## config.mk

```make
export PLATFORM = sky130hd
export DESIGN_NAME = im_arbiter
export DESIGN_NICKNAME = d
export VERILOG_FILES = /design/src/rtl/im_arbiter.sv
export SDC_FILE = /design/constraint.sdc
export NUM_CORES = 1
export LEC_CHECK = 0
export CAP_MARGIN = 20
export CORE_MARGIN = 10
export CORE_UTILIZATION = 43
export DETAILED_ROUTE_END_ITERATION = 12
export PLACE_DENSITY = 0.87
export SLEW_MARGIN = 5
export SYNTH_ARGS = -nofsm -noshare
export SYNTH_HDL_FRONTEND = slang
export SYNTH_SLANG_ARGS = --single-unit
```

## constraint.sdc

```tcl
create_clock -name clk -period 2.23 [get_ports clk]
set_input_delay 0.446 -clock clk [delete_from_list [all_inputs] [get_ports clk]]
set_output_delay 0.446 -clock clk [all_outputs]
set_load 0.05 [all_outputs]
```

## src/rtl/im_arbiter.sv

```systemverilog
// rtl/im_arbiter.sv - two-requester instruction memory arbiter with 1-cycle read responses
// Optional feature macro: IM_ARB_ROUND_ROBIN_EN (round-robin on conflict; default is fetch priority)
module im_arbiter #(
  parameter int MEM_BYTES = 128
) (
  input  logic        clk,
  input  logic        rst,
  input  logic        f_req,
  input  logic [31:0] f_addr,
  output logic        f_gnt,
  output logic        f_rvalid,
  output logic [31:0] f_rdata,
  output logic        f_err,
  input  logic        d_req,
  input  logic [31:0] d_addr,
  output logic        d_gnt,
  output logic        d_rvalid,
  output logic [31:0] d_rdata,
  output logic        d_err,
  output logic [31:0] im_addr,
  input  logic [31:0] im_instr
);

  // Highest byte address at which a whole word still fits in the memory.
  localparam logic [31:0] LP_LAST_WORD = 32'(MEM_BYTES - 4);

  logic        w_f_legal;
  logic        w_d_legal;
  logic        w_f_wins;
  logic        w_f_gnt;
  logic        w_d_gnt;

  // 1 = debug side won the most recent grant.
  logic        r_last_d;

  logic        r_f_rvalid;
  logic        r_f_err;
  logic [31:0] r_f_rdata;
  logic        r_d_rvalid;
  logic        r_d_err;
  logic [31:0] r_d_rdata;

  // Address legality: word aligned and fully inside the memory.
  always_comb begin
    w_f_legal = (f_addr[1:0] == 2'b00) && (f_addr <= LP_LAST_WORD);
    w_d_legal = (d_addr[1:0] == 2'b00) && (d_addr <= LP_LAST_WORD);
  end

`ifdef IM_ARB_ROUND_ROBIN_EN
  // On conflict, fetch wins only if debug won last time.
  assign w_f_wins = r_last_d;
`else
  // Fixed priority: fetch always wins; last-winner is tracked but not consulted.
  logic w_unused_last;
  assign w_f_wins      = 1'b1;
  assign w_unused_last = r_last_d;
`endif

  // Grants are combinational and held off entirely during reset.
  always_comb begin
    w_f_gnt = rst & f_req & (~d_req | w_f_wins);
    w_d_gnt = rst & d_req & (~f_req | ~w_f_wins);
  end

  // Memory address follows the granted side; illegal or idle addresses read as zero.
  always_comb begin
    im_addr = 32'h0;
    if (w_f_gnt && w_f_legal) begin
      im_addr = f_addr;
    end else if (w_d_gnt && w_d_legal) begin
      im_addr = d_addr;
    end
  end

  // Last-winner register; reset favours fetch on the first conflict.
  always_ff @(posedge clk or negedge rst) begin
    if (!rst) begin
      r_last_d <= 1'b1;
    end else if (w_f_gnt) begin
      r_last_d <= 1'b0;
    end else if (w_d_gnt) begin
      r_last_d <= 1'b1;
    end
  end

  // Fetch response: one-cycle pulse per grant, rdata held between responses.
  always_ff @(posedge clk or negedge rst) begin
    if (!rst) begin
      r_f_rvalid <= 1'b0;
      r_f_err    <= 1'b0;
      r_f_rdata  <= 32'h0;
    end else if (w_f_gnt) begin
      r_f_rvalid <= 1'b1;
      r_f_err    <= ~w_f_legal;
      r_f_rdata  <= w_f_legal ? im_instr : 32'h0;
    end else begin
      r_f_rvalid <= 1'b0;
      r_f_err    <= 1'b0;
    end
  end

  // Debug response: same behaviour as the fetch side.
  always_ff @(posedge clk or negedge rst) begin
    if (!rst) begin
      r_d_rvalid <= 1'b0;
      r_d_err    <= 1'b0;
      r_d_rdata  <= 32'h0;
    end else if (w_d_gnt) begin
      r_d_rvalid <= 1'b1;
      r_d_err    <= ~w_d_legal;
      r_d_rdata  <= w_d_legal ? im_instr : 32'h0;
    end else begin
      r_d_rvalid <= 1'b0;
      r_d_err    <= 1'b0;
    end
  end

  assign f_gnt    = w_f_gnt;
  assign d_gnt    = w_d_gnt;
  assign f_rvalid = r_f_rvalid;
  assign f_err    = r_f_err;
  assign f_rdata  = r_f_rdata;
  assign d_rvalid = r_d_rvalid;
  assign d_err    = r_d_err;
  assign d_rdata  = r_d_rdata;

endmodule
```

## After elaboration in Yosys (flattened, before gate mapping)

Cells that the tools add are included.

- Muxes and demuxes: 8
- Bitwise gates (word level): 6
- Reductions and logical operators: 6
- Order comparisons: 2

Operator list:

| cell | count |
|---|---|
| two-way mux 32 bit | 4 |
| less-or-equal comparator 32 x 7 -> 1 bit, second input constant | 2 |
| logical AND 1 bit | 4 |
| logical NOT 2 bit | 2 |
| two-way mux 1 bit | 4 |
| AND 1 bit | 3 |
| inverter 1 bit | 3 |

- Flip-flop bits (word level): 68
- Logic and storage cells: 28
- Output and inout port bits: 102

## Logic depth before layout (Yosys ltp)

Gate-level depths: netlist of run 1.

- Word-level depth: 5
- Gate-level depth with buffers: 5

## Worst setup path before layout of run 1

Ideal clock, no wire load.

- Kind: input-to-output
- From: input d_addr[1]
- To: output im_addr[2]
- Path buffers: 2
- Stages on the path: 5
- Arrival: 1922 ps
- Required time: 1784 ps
- Path slack: -138 ps
- Cell sequence: nor4_1 -> nand4_1 -> buf_6 -> buf_8 -> o32ai_2

- Cells in the longest elaborated chain, start to end: 5
- Elaborated cells on any way between the ends: 6
- Classes of those cells: order compare: 1; mux: 2; reduce/logical: 3

Ends and longest elaborated chain:

| item | RTL line | text |
|---|---|---|
| from (decl) | 15 | `input logic [31:0] d_addr,` |
| less-or-equal comparator 32 x 7 -> 1 bit or logical NOT 2 bit (tied branches) | 46 | `w_d_legal = (d_addr[1:0] == 2'b00) && (d_addr <= LP_LAST_WORD);` |
| logical AND 1 bit * | 46 |  |
| logical AND 1 bit * | 70 | `end else if (w_d_gnt && w_d_legal) begin` |
| two-way mux 32 bit * | 70 |  |
| two-way mux 32 bit * | 68 | `if (w_f_gnt && w_f_legal) begin` |
| to (decl) | 20 | `output logic [31:0] im_addr,` |

Mark *: on every way between the ends. The rest lies on a longest branch, timed or not.

## Final worst setup path of run 1

- From: input f_addr[14]
- To: output im_addr[6]

- Cells in the longest elaborated chain, start to end: 4

Ends and longest elaborated chain:

| item | RTL line | text |
|---|---|---|
| from (decl) | 9 | `input logic [31:0] f_addr,` |
| less-or-equal comparator 32 x 7 -> 1 bit | 45 | `w_f_legal = (f_addr[1:0] == 2'b00) && (f_addr <= LP_LAST_WORD);` |
| logical AND 1 bit | 45 |  |
| logical AND 1 bit | 68 |  |
| two-way mux 32 bit | 68 |  |

No other way between the ends.

==> results by group, run 1 <==
Outcome
  • Status: finished, violations left
  • Failing checks: negative setup slack

Route
  • Via count: 3432
  • Via density per instance: 5.27
  • Pre-antenna DRT Iters: 4
  • DR WL/cell: 20.1 microns
  • Drt drc: 0
  • Initial drt markers: 83
  • Drt total wl: 13.1 mm
  • Antenna Nets Post-Route: 0

Logic synthesis
  • Asr flop ratio synth: 100%
  • Synth top area share: 43.7%
  • Synth area leader: dfrtp_1
  • Seq/Total Area, Yosys: 43.7%
  • Syn Std Cell Area: 3890 sq um
  • Synth warn: 0
  • Gate Count Post-Synth: 354
  • Number of flops mapped to enable cells by yosys: 0
  • Netlist cell types: 29
  • Synth Flop Type: dfrtp_1
  • Average size of a mapped cell: 11.0 sq um
  • Top post-synthesis cells by area: dfrtp_1, o41ai_2, o31ai_2, nand2_1, buf_4
  • FF+latch count, synth: 68

Worst setup path
  • Crit path DAT: 1.81 ns
  • Worst-path cell chain: clkdlybuf4s50_1, nor4_1, nand4_1, buf_6, o32ai_4, buf_12
  • Crit-path max FO: 6
  • Crit. End Element: primary output
  • Slowest CP cell: clkdlybuf4s50_1
  • Startpoint types: input pin
  • Req. time, crit path: 1.78 ns
  • CP peak stage delay: 0.42 ns
  • Critical path class: in -> out

GRT
  • Initial antenna violation count: 0
  • Met2 Usage GRT: 34.5%
  • Met1 GRT Util: 20.6%
  • Gr ovfl total: 0
  • Met3 Use GR: 6.41%
  • Vias in the first global route: 3852
  • First-pass GRT wire length: 20.3 mm
  • Total track usage: 19.1%
  • Global route hottest layer: met2
  • Largest net degree at the start of global routing: 49

Cells and area
  • Commonest non-fill, non-tap cells in the layout: clkdlybuf4s50_1, dfrtp_1, nand2_1
  • Commonest non-fill, non-tap cell in the layout: clkdlybuf4s50_1
  • Area growth syn-to-layout: 56.8%
  • Final core occ: 69.7%
  • Final nets: 638
  • Diodes inserted: 0
  • Layout cells sized above 1: 27.1%
  • # fillers: 645

STA
  • Worst slew pin tran: 0.591 ns
  • Max Clock Freq: 444 MHz
  • Fin. Hold Viols: 0
  • Slew Viols, Final: 0
  • Clock Skews: 0 ns
  • Max_slew headroom: 60.6%
  • # setup viols final: 1
  • Hold slack: 0.133 ns
  • Fin crit share: 101%
  • Min Tclk post-route: 2.25 ns
  • Post-layout worst setup margin: -0.0220 ns

Floorplanning
  • DIE AREA: 13300 sq um
  • CORE AREA: 8760 sq um
  • Top-Level Pins: 202
  • Die Y: 115 microns
  • Die X: 115 microns
  • Starting density of the core: 44.4%
  • Number of core rows: 34

Clock network
  • # clock sinks: 68
  • CTS H-Tree Depth: 3
  • CTS Buf Count: 9
  • Clk slew on worst S/H paths: 0.08 ns
  • CTS tree: yes
  • # hold bufs at CTS: 0
  • CTS max path bufs: 2
  • Clk Latency, worst-skew pair: 0.34 ns
  • Root Buffer: clkbuf_8

Min path
  • Worst min-delay path class: in -> async

Placement
  • Post-detail-place hpwl: 9.84 mm
  • Gpl congestion: 0.770
  • Port Buffers: 174
  • Pre-CTS WS: -0.355 ns

Power and ir drop
  • Leakage: 0.00280 uW
  • Peak supply drop: 0.251 mV
  • Power density over cell area: 443 nW/um^2

Flow run
  • Max Cap Viol: 0
==> area by class of cell <==
type	instances	area, sq um	area share (%)
Timing Repair Buffer	203	2040	33.4
Multi-Input combinational cell	222	1910	31.2
Clock buffer	10	128	2.09
Tap cell	108	135	2.21
Sequential cell	68	1700	27.9
Inverter	34	128	2.09
Clock inverter	6	65.1	1.07
==> cell families (layout without fill, tap and decap cells) <==
kind of cell	after synthesis	in the layout	synth area share, %
AND/OR/NAND/NOR	124	124	16.5
flip-flops	68	68	43.7
other	1	27	0.0963
AO/OA/AOI/OAI	71	71	26.3
buffers and inverters	90	253	13.4
==> metal layers <==
layer	part of all wire, %	vias to the layer above
li1	-	1588
met1	37	1705
met2	53	127
met3	8.5	12
met4	1.4	0
met5	0	-
==> path summary, 6_finish.rpt <==
kind	start	endpoint	slack, ns	depth (start not counted)
worst max-delay path	f_addr[14]	im_addr[6]	-0.02	6
worst min-delay path	rst	d_rdata[23]$_DFFE_PN0P_	0.13	2
worst max register to register	d_rdata[15]$_DFFE_PN0P_	d_rdata[15]$_DFFE_PN0P_	1.54	2
worst min register to register	d_rdata[0]$_DFFE_PN0P_	d_rdata[0]$_DFFE_PN0P_	0.48	2
max in group asynchronous	rst	f_rdata[10]$_DFFE_PN0P_	1.55	2
min in group clk	d_rdata[0]$_DFFE_PN0P_	d_rdata[0]$_DFFE_PN0P_	0.48	2
==> state kept, by name (all words and copies together), names as in the netlist <==
register and cells:
f_err 1, f_rvalid 1, d_rvalid 1, d_rdata 32, d_err 1, f_rdata 32
==> stage by stage <==
stage,area [sq um],power (uW),std cells,TNS [ns]
global placement,5780,1710,629,-2.97
CTS,6080,2720,648,0
detailed placement,5780,1720,629,-5.67
floorplan,3990,1490,380,-0.690
global route,6100,2810,651,-0.259
finish,6100,2700,651,-0.0220
==> critical path, delay by kind of cell <==
family | cells | cell delay [ns]
simple gates | 2 | 0.41
buf+inv | 3 | 0.79
compound gates | 1 | 0.16
==> cell usage after synthesis, types with 6 or more instances <==
cell type / instances
clkbuf_1: 9
inv_1: 32
dfrtp_1: 68
nor4_1: 8
nand4_1: 12
o31ai_2: 20
o41ai_2: 39
nand2_1: 66
nand3_1: 23
buf_6: 6
buf_2: 10
buf_4: 28
==> where the power goes <==
part | internal, uW | total [uW] | switching [uW] | leakage, uW
logic | 173 | 452 | 279 | 0.00177
clock network | 515 | 1010 | 500 | 0.0000845
registers | 1240 | 1240 | 0.998 | 0.000947
==> repair_timing <==
item,4_1_cts,5_1_grt
resized for setup,67,31
setup buffers,3,3
pin swaps,27,21
endpoints found under the setup margin,5,5
Note: power is estimated with default switching activity, not from simulation.
==> run 2: changes to the inputs <==
- ABC_AREA: unset -> 1
- CORE_UTILIZATION: 43 -> 62
- DONT_BUFFER_PORTS: unset -> 1
- PLACE_DENSITY: 0.87 -> 0.79
==> run 2 against run 1 <==
Net effect: the flow now finishes without violations; first-iteration DRC count grew 47%; final cell count down 35%; die area decreased by 38%; synthesized cell count decreased by 1.7%; sequential power barely moved; setup slack better by 0.32 ns; wire length fell by 31%; global-route usage rose by 2.4 points; hold slack gained 0.056 ns; synthesized area is 20% lower; largest power group unchanged.
==> results by group, run 2 <==
Route
  • Initial drt markers: 122 (+47%)
  • Antenna Nets Post-Route: 0 (unchanged)
  • Drt drc: 0 (unchanged)
  • DR WL/cell: 21.2 microns (+5.5%)
  • Drt total wl: 9.04 mm (-31%)
  • Via density per instance: 5.39 (+2.2%)
  • Via count: 2296 (-33%)
  • Pre-antenna DRT Iters: 5 (+1)

Worst setup path
  • Crit path DAT: 1.49 ns (-0.32 ns)
  • Critical path class: in -> out
  • Crit-path max FO: 7 (+1)
  • Startpoint types: input pin
  • Req. time, crit path: 1.78 ns (about the same)
  • Crit. End Element: primary output

Logic synthesis
  • Average size of a mapped cell: 8.94 sq um (-19%)
  • Most frequent cell after synthesis: o21ai_1
  • Number of flops mapped to enable cells by yosys: 0 (unchanged)
  • Asr flop ratio synth: 100% (unchanged)
  • FF+latch count, synth: 68 (unchanged)
  • Synth Flop Type: dfrtp_1
  • Top post-synthesis cells by area: dfrtp_1, o21ai_1, buf_4, nand2_1, nor2_1
  • Top cells by count, synth: o21ai_1, dfrtp_1, nand2_1
  • Synth top area share: 54.7% (+11 points)
  • Gate Count Post-Synth: 348 (-1.7%)
  • Synth area leader: dfrtp_1
  • Synth warn: 0 (unchanged)
  • Seq/Total Area, Yosys: 54.7% (+11 points)
  • Netlist cell types: 23 (-21%)
  • Syn Std Cell Area: 3110 sq um (-20%)

Floorplanning
  • Die Y: 90.8 microns (-21%)
  • Number of core rows: 25 (-26%)
  • CORE AREA: 4790 sq um (-45%)
  • Starting density of the core: 65.0% (+21 points)
  • DIE AREA: 8250 sq um (-38%)
  • Die X: 90.8 microns (-21%)
  • Top-Level Pins: 202 (unchanged)

Clock network
  • CTS Buf Count: 9 (unchanged)
  • CTS tree: yes
  • CTS H-Tree Depth: 3 (unchanged)
  • Root Buffer: clkbuf_8
  • # clock sinks: 68 (unchanged)
  • CTS max path bufs: 2 (unchanged)
  • Clk Latency, worst-skew pair: 0.32 ns (-0.02 ns)
  • Clk slew on worst S/H paths: 0.07 ns (about the same)

Power and ir drop
  • Sequential share of power: 51.7% (+6.0 points)
  • Power density over cell area: 729 nW/um^2 (+65%)
  • Peak supply drop: 0.402 mV (+60%)
  • Clock group share of total power: 39.6% (+2.1 points)
  • Leakage: 0.00171 uW (-39%)
  • Combinational cell fraction of total power: 8.7% (-8.0 points)
  • Net Sw Frac: 26.4% (-2.5 points)
  • Tot Pwr: 2420 uW (-11%)
  • Internal power: 1780 uW (-7.5%)
  • Switching Power: 637 uW (-18%)

Cells and area
  • Final nets: 454 (-29%)
  • Layout cells sized above 1: 12.3% (-15 points)
  • Area growth syn-to-layout: 6.47%
  • Commonest non-fill, non-tap cell in the layout: o21ai_1
  • Diodes inserted: 0 (unchanged)
  • Commonest non-fill, non-tap cells in the layout: o21ai_1, dfrtp_1, nand2_1

GRT
  • Total track usage: 21.5% (+2.4 points)
  • Gr ovfl total: 0 (unchanged)
  • First-pass GRT wire length: 14.2 mm (-30%)
  • Met1 GRT Util: 22.8% (+2.2 points)
  • Initial antenna violation count: 0 (unchanged)
  • Met2 Usage GRT: 36.4% (+2.0 points)
  • Largest net degree at the start of global routing: 69 (+41%)
  • Vias in the first global route: 2539 (-34%)
  • Met3 Use GR: 10.8% (+4.4 points)
  • Global route hottest layer: met2

STA
  • Min Tclk post-route: 1.93 ns (-0.320 ns)
  • Fin crit share: 86.7% (-14 points)
  • Clock Skews: 0 ns (unchanged)
  • # setup viols final: 0 (-1)
  • TNS Setup: 0 ns (+0.0220 ns)
  • Fin. Hold Viols: 0 (unchanged)
  • Worst slew pin tran: 0.536 ns (-0.0552 ns)
  • RSZ-0062 raised after global routing: false
  • Max_slew headroom: 64.3% (+3.7 points)
  • Slew Viols, Final: 0 (unchanged)
  • Max Clock Freq: 518 MHz (+17%)

Placement
  • Post-detail-place hpwl: 6.81 mm (-31%)
  • Gpl congestion: 0.775 (+0.61%)
  • Port Buffers: 0 (-100%)

Outcome
  • Status: finished clean

Flow run
  • Max Cap Viol: 0 (unchanged)

Min path
  • Worst min-delay path class: in -> reg
[run 2: changes by cell type after synthesis, moves of 15 or more]
cell / previous run / this run
o21ai_1: 0 / 85
o41ai_2: 39 / 0
o31ai_2: 20 / 0
nor2_1: 0 / 36
nand3_1: 23 / 8
nand2_1: 66 / 45
[run 2: timing repair]
action / CTS / global route
buffers inserted: 0 / 0
hold endpoints to repair: 68 / 0
resized for setup: 0 / 0
hold buffers: 2 / 0
[run 2: stage by stage]
step                utilization [%]  hold slack, ns  std cells  setup slack [ns]  cell area (sq um)
finish                         69.2           0.189        426             0.298               3310
floorplan                         -           0.150        374            -0.261               3210
global route                   69.2           0.176        426             0.166               3310
global placement               64.6           0.153        408             0.305               3090
CTS                            69.2           0.177        426             0.277               3310
detailed placement             64.6           0.153        408             0.281               3090
[run 2: kinds of logic (layout without fill, tap and decap cells)]
family	Yosys count	count (layout)	share of synthesized area (%)
compound gates	100	100	17.3
simple gates	99	99	14.0
flops	68	68	54.7
other cells	1	27	0.121
buf+inv	80	65	13.9
[run 2: power groups by stage]
stage               Clock (uW)  Sequential [uW]  Combinational [uW]
global route              1040             1250                 228
floorplan                    0             1270                 205
global placement             0             1270                 175
detailed placement           0             1270                 176
finish                     956             1250                 210
CTS                        971             1250                 208
[run 2: worst paths after layout]
path / slack (ns) / endpoint / start / cells after the start
hold reg to reg: 0.80 / f_rdata[5]$_DFFE_PN0P_ / f_rdata[5]$_DFFE_PN0P_ / 2
hold / removal: 0.19 / d_err$_DFF_PN0_ / f_req / 1
min in group asynchronous: 0.69 / f_rdata[2]$_DFFE_PN0P_ / rst / 2
setup reg to reg: 1.17 / d_rdata[24]$_DFFE_PN0P_ / d_rdata[24]$_DFFE_PN0P_ / 2
max in group asynchronous: 1.28 / d_rvalid$_DFF_PN0_ / rst / 2
setup / recovery: 0.30 / im_addr[4] / d_addr[23] / 8
[run 2: cell type report]
| cell class | instances | area [sq um] |
|---|---|---|
| clock inverters | 4 | 50.0 |
| multi-input cells | 226 | 1070 |
| flip-flops and latches | 68 | 1700 |
| fillers | 379 | 1470 |
| inverters | 36 | 135 |
| repair buffers | 13 | 133 |
| well taps | 67 | 83.8 |
| clock buffers | 12 | 135 |
[run 2: metal layers]
metal	routed length, microns	up-vias
met5	0	-
li1	-	1072
met2	4580	143
met3	1180	8
met1	3190	1073
met4	89	0
[run 2: worst max-delay path, stage by stage]
cell and delay (ns):
nor2_1 0.15, nand2_1 0.08, nor2_1 0.11, nand2_2 0.10, nor2_8 0.15, nand3_1 0.09
a21oi_1 0.13, buf_4 0.22
==> run 3: changes to the inputs <==
- CELL_PAD_IN_SITES_DETAIL_PLACEMENT: unset -> 1
- CELL_PAD_IN_SITES_GLOBAL_PLACEMENT: unset -> 1
- CORE_UTILIZATION: 62 -> 46
- PLACE_DENSITY: 0.79 -> 0.83
- SKIP_CTS_REPAIR_TIMING: unset -> 1
==> run 3 against run 2 <==
Net effect: register-to-register slack improved by 0.05 ns; final cell count rose by 1.9%; non-clock buffer count fell by 1; clock-buffer cell count fell by 1; maximum frequency rose by 2.1%; cell area fell by 0.11%; flip-flop and latch count did not move; hold slack improved by 0.0012 ns; core utilization fell by 18 points; clock power fell by 5.4%.
==> results by group, run 3 (synthesis gave the netlist of run 2 again) <==
GRT
  • Vias in the first global route: 2591 (+2.0%)
  • First-pass GRT wire length: 14.3 mm (+0.83%)
  • Largest net degree at the start of global routing: 71 (+2.9%)
  • Total track usage: 17.7% (-3.8 points)
  • Initial antenna violation count: 0 (unchanged)
  • Gr ovfl total: 0 (unchanged)

Flow run
  • Max Cap Viol: 0 (unchanged)

Worst setup path
  • Crit path DAT: 1.45 ns (-0.04 ns)
  • Setup crit start: d_addr[31]
  • Startpoint types: input pin
  • Worst R2R Setup Slack: 1.22 ns (+0.05 ns)
  • Reg-to-Reg End: d_rdata[24]$_DFFE_PN0P_
  • Crit. End Element: primary output
  • Crit-path max FO: 7 (unchanged)
  • Req. time, crit path: 1.78 ns (about the same)
  • R2R depth: 2 (unchanged)
  • Critical path class: in -> out
  • Critical Path Sink: im_addr[3]
  • Worst r2r src: d_rdata[24]$_DFFE_PN0P_

Placement
  • Placed Instances: 417 (+2.2%)
  • DP Area: 3100 sq um (+0.16%)
  • Post-detail-place hpwl: 7.30 mm (+7.2%)
  • Port Buffers: 0 (unchanged)
  • Gpl congestion: 0.789 (+1.8%)

Clock network
  • Root Buffer: clkbuf_8
  • Clk slew on worst S/H paths: 0.06 ns (about the same)
  • Clk Latency, worst-skew pair: 0.33 ns (about the same)
  • CTS max path bufs: 2 (unchanged)
  • # clock sinks: 68 (unchanged)
  • CTS Buf Count: 9 (unchanged)
  • CTS tree: yes
  • CTS H-Tree Depth: 3 (unchanged)

Route
  • Initial drt markers: 72 (-41%)
  • Pre-antenna DRT Iters: 4 (-1)
  • Drt drc: 0 (unchanged)
  • Via count: 2352 (+2.4%)
  • DR WL/cell: 22.3 microns (+5.0%)
  • Drt total wl: 9.67 mm (+7.0%)
  • Via density per instance: 5.42 (+0.55%)
  • Antenna Nets Post-Route: 0 (unchanged)

Cells and area
  • Commonest non-fill, non-tap cells in the layout: o21ai_1, dfrtp_1, nand2_1
  • Register area: 1700 sq um (unchanged)
  • Commonest non-fill, non-tap cell in the layout: o21ai_1
  • Post-Layout Cell Count: 434 (+1.9%)
  • Final core occ: 51.2% (-18 points)
  • Area growth syn-to-layout: 6.35%
  • Layout cells sized above 1: 12.6% (+0.35 points)
  • # fillers: 774 (+100%)
  • Area taken by multi-input logic gates: 1070 sq um (unchanged)
  • Final nets: 453 (-0.22%)
  • Design area: 3310 sq um (-0.11%)
  • Diodes inserted: 0 (unchanged)

Min path
  • Worst hold start: f_req
  • Worst min-delay path class: in -> reg

Floorplanning
  • CORE AREA: 6460 sq um (+35%)
  • Die Y: 102 microns (+13%)
  • DIE AREA: 10500 sq um (+27%)
  • Top-Level Pins: 202 (unchanged)
  • Starting density of the core: 48.2% (-17 points)
  • Die X: 102 microns (+13%)
  • Number of core rows: 29 (+16%)

STA
  • Max Clock Freq: 528 MHz (+2.1%)
  • # setup viols final: 0 (unchanged)
  • Clock Skews: 0 ns (unchanged)
  • Fin. Hold Viols: 0 (unchanged)
  • Fin crit share: 84.9% (-1.8 points)
  • Min Tclk post-route: 1.89 ns (-0.0391 ns)
  • TNS Setup: 0 ns (unchanged)
  • RSZ-0062 raised after global routing: false
  • Worst slew pin tran: 0.539 ns (+0.00279 ns)
  • Slew Viols, Final: 0 (unchanged)
  • Max_slew headroom: 64.1% (-0.19 points)

Power and ir drop
  • Power density over cell area: 714 nW/um^2 (-2.0%)
  • Peak supply drop: 0.289 mV (-28%)
  • Leakage: 0.00171 uW (-0.21%)

Outcome
  • Status: finished clean
## run 3: changes by cell type in the layout (fill, tap and decap cells not counted)
cell,change
clkbuf_1,-3
clkbuf_8,+2
buf_4,-1
bufinv_16,-1
clkinv_2,+1
## run 3: layer usage
layer / vias to the layer above / GRT usage [%] / share of wire [%]
li1: 1071 / - / -
met1: 1153 / 18.4 / 36
met2: 122 / 31.5 / 53
met3: 6 / 7.76 / 10
met4: 0 / 5.86 / 0.81
met5: - / 0 / 0
## run 3: how the worst min path moves through the flow
stage | end | cells after the start | slack [ns]
2_1_floorplan | d_err$_DFF_PN0_ | 0 | 0.15
3_3_place_gp | d_rdata[31]$_DFFE_PN0P_ | 0 | 0.15
3_5_place_dp | d_rdata[31]$_DFFE_PN0P_ | 0 | 0.15
4_1_cts | d_rdata[5]$_DFFE_PN0P_ | 0 | -0.22
5_1_grt | d_err$_DFF_PN0_ | 1 | 0.17
6_report | d_err$_DFF_PN0_ | 1 | 0.19
## run 3: metrics by stage
stage	hold WS, ns	power, uW	worst slack, ns
3_5_place_dp	0.153	1450	0.304
5_1_grt	0.174	2470	0.176
6_report	0.191	2360	0.337
2_1_floorplan	0.150	1480	-0.261
4_1_cts	-0.220	2350	0.303
3_3_place_gp	0.153	1450	0.316
## run 3: layout make-up
class                   instances  area share (%)
clock buffers                  11            4.57
flip-flops and latches         68            51.4
clock inverters                 4           0.756
repair buffers                 12            3.78
multi-input cells             226            32.5
well taps                      77            2.91
inverters                      36            4.08
## run 3: where the power goes
| group | total [uW] | leakage, uW | switching, uW | internal, uW |
|---|---|---|---|---|
| clock | 904 | 0.0000872 | 450 | 454 |
| sequential | 1250 | 0.000947 | 13.9 | 1240 |
| combinational | 210 | 0.000675 | 184 | 26.0 |
| total | 2360 | 0.00171 | 648 | 1720 |
## run 3: critical path, cell delays in order
cell     delay, ns
nor2_1        0.08
nand2_1       0.06
nor2_1        0.11
nand2_2       0.10
nor2_8        0.18
nand3_1       0.10
a21oi_1       0.14
buf_4         0.22
==> patch 1: new RTL, config.mk and constraints of run 2 <==
Put one more register stage on the output `d_err`. The value now appears one clock later. The other outputs are not delayed to match.
--- a/src/rtl/im_arbiter.sv
+++ b/src/rtl/im_arbiter.sv
@@ -121,7 +121,9 @@
   assign f_err    = r_f_err;
   assign f_rdata  = r_f_rdata;
   assign d_rvalid = r_d_rvalid;
-  assign d_err    = r_d_err;
+  always_ff @(posedge clk) begin
+    d_err <= r_d_err;
+  end
   assign d_rdata  = r_d_rdata;
 
 endmodule
Check against the original RTL: not equivalent (Yosys sat finds a counterexample within 4 cycles, from zero or initial values and one cycle with rst low).
==> patch 1 against run 2 <==
  * Final cell count did not move
  * Setup slack got worse by 0.062 ns
  * Clock skew barely moved
  * Sequential share of layout area rose by 0.68 points
  * Synthesized area rose by 0.68%
  * Power fell by 4.1%
  * Via count rose by 1.7%
  * Maximum frequency fell by 3.1%
  * Routed wire length fell by 0.31%
  * Sequential cell count rose by 1
  * Cell area fell by 0.15%
  * Largest power group unchanged
==> patch 1: results (changes against run 2) <==
<table>
<tr><th>Metric</th><th>Value</th></tr>
<tr><th colspan="2">Status</th></tr>
<tr><td>Outcome</td><td>completed</td></tr>
<tr><th colspan="2">Critical path</th></tr>
<tr><td>Endpoint of the worst-slack reg-to-reg timing path</td><td>d_rdata[12]</td></tr>
<tr><td>Slack of the worst reg-to-reg path</td><td>1.22 ns (+0.05 ns)</td></tr>
<tr><td>R2r startpoint</td><td>d_rdata[12]</td></tr>
<tr><td>Largest fanout on the critical path</td><td>20 (+13)</td></tr>
<tr><td>Cell family contributing the most delay on the critical path</td><td>buffers and inverters</td></tr>
<tr><th colspan="2">Global route</th></tr>
<tr><td>Vias in the first global route</td><td>2496 (-1.7%)</td></tr>
<tr><td>Met2 usage</td><td>0.3479 (-0.01633)</td></tr>
<tr><td>GRT Util Overall</td><td>0.2132 (-0.001890)</td></tr>
<tr><td>Met3 track demand over resource in global routing</td><td>0.09794 (-0.01012)</td></tr>
<tr><th colspan="2">Power and ir drop</th></tr>
<tr><td>Leakage Power</td><td>1.713 nW (about the same)</td></tr>
<tr><td>Worst VDD drop</td><td>0.3549 mV (-12%)</td></tr>
<tr><th colspan="2">Synth</th></tr>
<tr><td>Sequential-to-total area share from yosys stat</td><td>0.5495 (+0.002677)</td></tr>
<tr><td>Post-synthesis cell type count</td><td>25 (+8.7%)</td></tr>
<tr><td>Most frequent cells after synthesis</td><td>85 x sky130_fd_sc_hd__o21ai_1, 68 x sky130_fd_sc_hd__dfrtp_1, 44 x sky130_fd_sc_hd__nand2_1</td></tr>
<tr><td>Dominant cells by area after synthesis</td><td>sky130_fd_sc_hd__dfrtp_1 54%, sky130_fd_sc_hd__o21ai_1 14%, sky130_fd_sc_hd__buf_4 6.7%, sky130_fd_sc_hd__nand2_1 5.3%, sky130_fd_sc_hd__nor2_1 4.3%</td></tr>
<tr><th colspan="2">Layout</th></tr>
<tr><td>Share of layout cells above drive strength 1</td><td>0.1198 (-0.002786)</td></tr>
<tr><td>Number of nets in the layout</td><td>455 (+0.22%)</td></tr>
<tr><th colspan="2">Min path</th></tr>
<tr><td>Worst hold path endpoint</td><td>r_d_err</td></tr>
<tr><th colspan="2">Drt</th></tr>
<tr><td>Router iterations before antenna repair</td><td>4 (-1)</td></tr>
<tr><td>Post-Route WL</td><td>9014 µm (-0.31%)</td></tr>
<tr><td>Number of vias per cell</td><td>5.481 (+1.7%)</td></tr>
<tr><td>Iteration-0 DRC Markers</td><td>89 (-27%)</td></tr>
<tr><th colspan="2">Place</th></tr>
<tr><td>Routability congestion estimate</td><td>0.7718 (-0.43%)</td></tr>
<tr><th colspan="2">STA</th></tr>
<tr><td>Setup skew after layout</td><td>0.0002071 ns (+0.0002071 ns)</td></tr>
</table>
[patch 1: cell count changes after synthesis]
cell	change
sky130_fd_sc_hd__nand4_2	-1
sky130_fd_sc_hd__clkbuf_1	-3
sky130_fd_sc_hd__nand4_1	+1
sky130_fd_sc_hd__dfxtp_1	+1
sky130_fd_sc_hd__nand2_4	+1
sky130_fd_sc_hd__nand2_1	-1
sky130_fd_sc_hd__buf_1	+3
[patch 1: what timing repair did]
action | in CTS | in global routing
hold endpoints to repair | 68 | 0
hold buffers | 2 | 0
resized for setup | 0 | 0
[patch 1: layout make-up]
type,instances,area (µm²),area share
sequential,69,1722,0.5204
clock inverter,2,10.01,0.003026
multi-input combinational,226,1076,0.3253
clock buffer,13,148.9,0.04501
inverter,36,135.1,0.04085
tap,67,83.83,0.02534
timing repair buffer,13,132.6,0.04009
[patch 1: routing by layer]
metal	vias up	wire [µm]
met1	1141	3402
met4	0	58
met2	117	4546
li1	1071	-
met3	6	1007
met5	-	0
[patch 1: power groups by stage]
stage / logic, mW / registers, mW / clock network (mW)
floorplan: 0.206 / 1.29 / 0
global placement: 0.174 / 1.29 / 0
detailed placement: 0.175 / 1.29 / 0
CTS: 0.207 / 1.27 / 0.865
global route: 0.226 / 1.27 / 0.934
finish: 0.208 / 1.27 / 0.840
[patch 1: cells by family (layout without fill, tap and decap cells)]
kind of cell | Yosys count | in the layout | synth area share
AO/OA/AOI/OAI | 100 | 100 | 0.1717
AND/OR/NAND/NOR | 99 | 99 | 0.1394
flip-flops | 69 | 69 | 0.5495
buffers and inverters | 80 | 64 | 0.1382
other | 1 | 27 | 0.001197
[patch 1: worst max-delay path by stage]
| stage | to | slack, ns |
|---|---|---|
| global placement | im_addr[5] | 0.31 |
| CTS | im_addr[3] | 0.23 |
| floorplan | im_addr[2] | -0.26 |
| finish | im_addr[3] | 0.24 |
| detailed placement | im_addr[3] | 0.24 |
| global route | im_addr[3] | 0.1 |
[patch 1: stage by stage]
stage	setup TNS [ns]	cell area, µm²	cells	hold slack (ns)
3_3_place_gp	0	3112	409	0.1524
4_1_cts	0	3308	426	0.1787
3_5_place_dp	0	3112	409	0.1525
2_1_floorplan	-1.022	3231	375	0.1504
6_report	0	3308	426	0.2023
5_1_grt	0	3308	426	0.1882
[patch 1: worst register-to-register path, delay by kind of cell (launching register included)]
family	cells	cell delay (ns)
AOI/OAI and AO/OA	2	0.27
DFF	1	0.66
==> patch 2: new RTL, config.mk and constraints of run 2 <==
Without the edit above. Build with the macro `IM_ARB_ROUND_ROBIN_EN` defined.
--- a/src/rtl/im_arbiter.sv
+++ b/src/rtl/im_arbiter.sv
@@ -1,5 +1,7 @@
 // rtl/im_arbiter.sv - two-requester instruction memory arbiter with 1-cycle read responses
 // Optional feature macro: IM_ARB_ROUND_ROBIN_EN (round-robin on conflict; default is fetch priority)
+`define IM_ARB_ROUND_ROBIN_EN
+
 module im_arbiter #(
   parameter int MEM_BYTES = 128
 ) (
Function: changed (Yosys sat finds a counterexample within 4 cycles, from zero or initial values and one cycle with rst low).
==> patch 2 against run 2 <==
  * First-iteration DRC count decreased by 25%
  * Maximum frequency shrank 11%
  * Synthesized area is 1.4% higher
  * Sequential power grew 3%
  * Combinational power rose by 14%
  * Final cell count increased by 1.2%
  * Utilization rose by 2.3 points
  * Die area grew 1.1%
  * Sequential cell count up 1
  * Cell area is 4.0% higher
  * Power is 2.3% higher
  * Routed wire length shrank 1.2%
  * Setup slack worse by 0.25 ns
  * Critical endpoint unchanged
  * Largest power group unchanged
==> patch 2: results (changes against run 2) <==
<table>
<tr><th>Metric</th><th>Value</th></tr>
<tr><th colspan="2">Status</th></tr>
<tr><td>Outcome</td><td>completed</td></tr>
<tr><th colspan="2">Synth</th></tr>
<tr><td>Dominant cells by area after synthesis</td><td>sky130_fd_sc_hd__dfrtp_1 54%, sky130_fd_sc_hd__nand2_1 9.3%, sky130_fd_sc_hd__o21ai_2 8.3%, sky130_fd_sc_hd__buf_4 6.4%, sky130_fd_sc_hd__o21ai_1 5.1%</td></tr>
<tr><th colspan="2">Drt</th></tr>
<tr><td>Iteration-0 DRC Markers</td><td>91 (-25%)</td></tr>
<tr><td>Routed wire length per instance</td><td>20.73 µm (-2.3%)</td></tr>
<tr><td>Post-Route WL</td><td>8936 µm (-1.2%)</td></tr>
<tr><th colspan="2">Place</th></tr>
<tr><td>Half-perimeter wire length after placement</td><td>6767 µm (-0.65%)</td></tr>
<tr><td>Routability congestion estimate</td><td>0.7644 (-1.4%)</td></tr>
<tr><td>Placement-stage cell area</td><td>3159 µm² (+2.2%)</td></tr>
<tr><td>Inst Count DP</td><td>409 (+0.25%)</td></tr>
<tr><th colspan="2">Layout</th></tr>
<tr><td>Number of filler instances in the final layout</td><td>376 (-0.79%)</td></tr>
<tr><td>Share of layout cells above drive strength 1</td><td>0.2033 (+0.08073)</td></tr>
<tr><td>Synthesis-to-layout area growth</td><td>9.116%</td></tr>
<tr><th colspan="2">STA</th></tr>
<tr><td>Achievable frequency</td><td>458.4 MHz (-11%)</td></tr>
<tr><td>Slew at the pin closest to its max-slew limit</td><td>0.5994 ns (+0.06364 ns)</td></tr>
<tr><td>Setup skew after layout</td><td>0.008606 ns (+0.008606 ns)</td></tr>
<tr><th colspan="2">Critical path</th></tr>
<tr><td>Largest fanout on the critical path</td><td>6 (-1)</td></tr>
<tr><td>Cell family contributing the most delay on the critical path</td><td>flip-flops</td></tr>
<tr><td>Endpoint of the worst-slack reg-to-reg timing path</td><td>d_rdata[1]</td></tr>
<tr><td>Critical path data arrival time</td><td>1.74 ns (+0.25 ns)</td></tr>
<tr><th colspan="2">Min path</th></tr>
<tr><td>Hold Startpoint</td><td>im_instr[16]</td></tr>
<tr><td>Hold Path Cell Cnt</td><td>2 (+1)</td></tr>
<tr><th colspan="2">Power and ir drop</th></tr>
<tr><td>Part of the total power dissipated in sequential elements</td><td>0.520 (+0.003)</td></tr>
<tr><td>Leakage Power</td><td>1.757 nW (+2.6%)</td></tr>
<tr><td>Relative contribution of the clock network to total power</td><td>0.383 (-0.013)</td></tr>
<tr><td>Worst VDD drop</td><td>0.4275 mV (+6.4%)</td></tr>
<tr><td>Clock net power</td><td>0.946 mW (-1%)</td></tr>
<tr><th colspan="2">Global route</th></tr>
<tr><td>Global-route wire length before repair</td><td>13830 µm (-2.3%)</td></tr>
<tr><td>GRT Util Overall</td><td>0.2087 (-0.006389)</td></tr>
</table>
==> patch 2: cell count changes after synthesis, sizes merged <==
| cell | change |
|---|---|
| nand2 | +30 |
| a31oi | +1 |
| a21oi | +2 |
| clkbuf | -6 |
| nand3 | -1 |
| buf | +3 |
| o21ai | -31 |
| nor2 | -1 |
| dfstp | +1 |
==> patch 2: kinds of logic after synthesis <==
kind of cell           Yosys count  synth area share
and+or+nand+nor                127            0.1661
AOI/OAI and AO/OA               72            0.1514
other                            1          0.001188
DFF                             69            0.5474
buffers and inverters           77            0.1340
==> patch 2: repair_timing <==
action / CTS / global route
buffers inserted: 2 / 2
hold endpoints to repair: 69 / 0
gates cloned: 0 / 1
hold buffers: 2 / 0
setup endpoints to repair: 5 / 5
resized for setup: 1 / 3
==> patch 2: final cells by class <==
type	instances	area share
Clock inverter	5	0.01526
Inverter	36	0.03923
Clock buffer	10	0.03705
Multi-Input combinational cell	227	0.3367
Timing Repair Buffer	17	0.04577
Sequential cell	69	0.5016
Tap cell	67	0.02434
==> patch 2: worst register-to-register path, cell delays in order, from the launching register on <==
cell	delay (ns)
sky130_fd_sc_hd__dfstp_2	0.54
sky130_fd_sc_hd__nand2_1	0.05
sky130_fd_sc_hd__and3_1	0.23
sky130_fd_sc_hd__buf_4	0.20
sky130_fd_sc_hd__inv_2	0.44
sky130_fd_sc_hd__nand2_1	0.17
sky130_fd_sc_hd__o21ai_2	0.08
==> patch 2: routing by layer <==
layer | routed length, µm | GRT usage | part of all wire
met1 | 3276 | 0.2302 | 0.37
met2 | 4494 | 0.3425 | 0.50
met3 | 1043 | 0.1029 | 0.12
met4 | 122 | 0.07441 | 0.014
met5 | 0 | 0 | 0
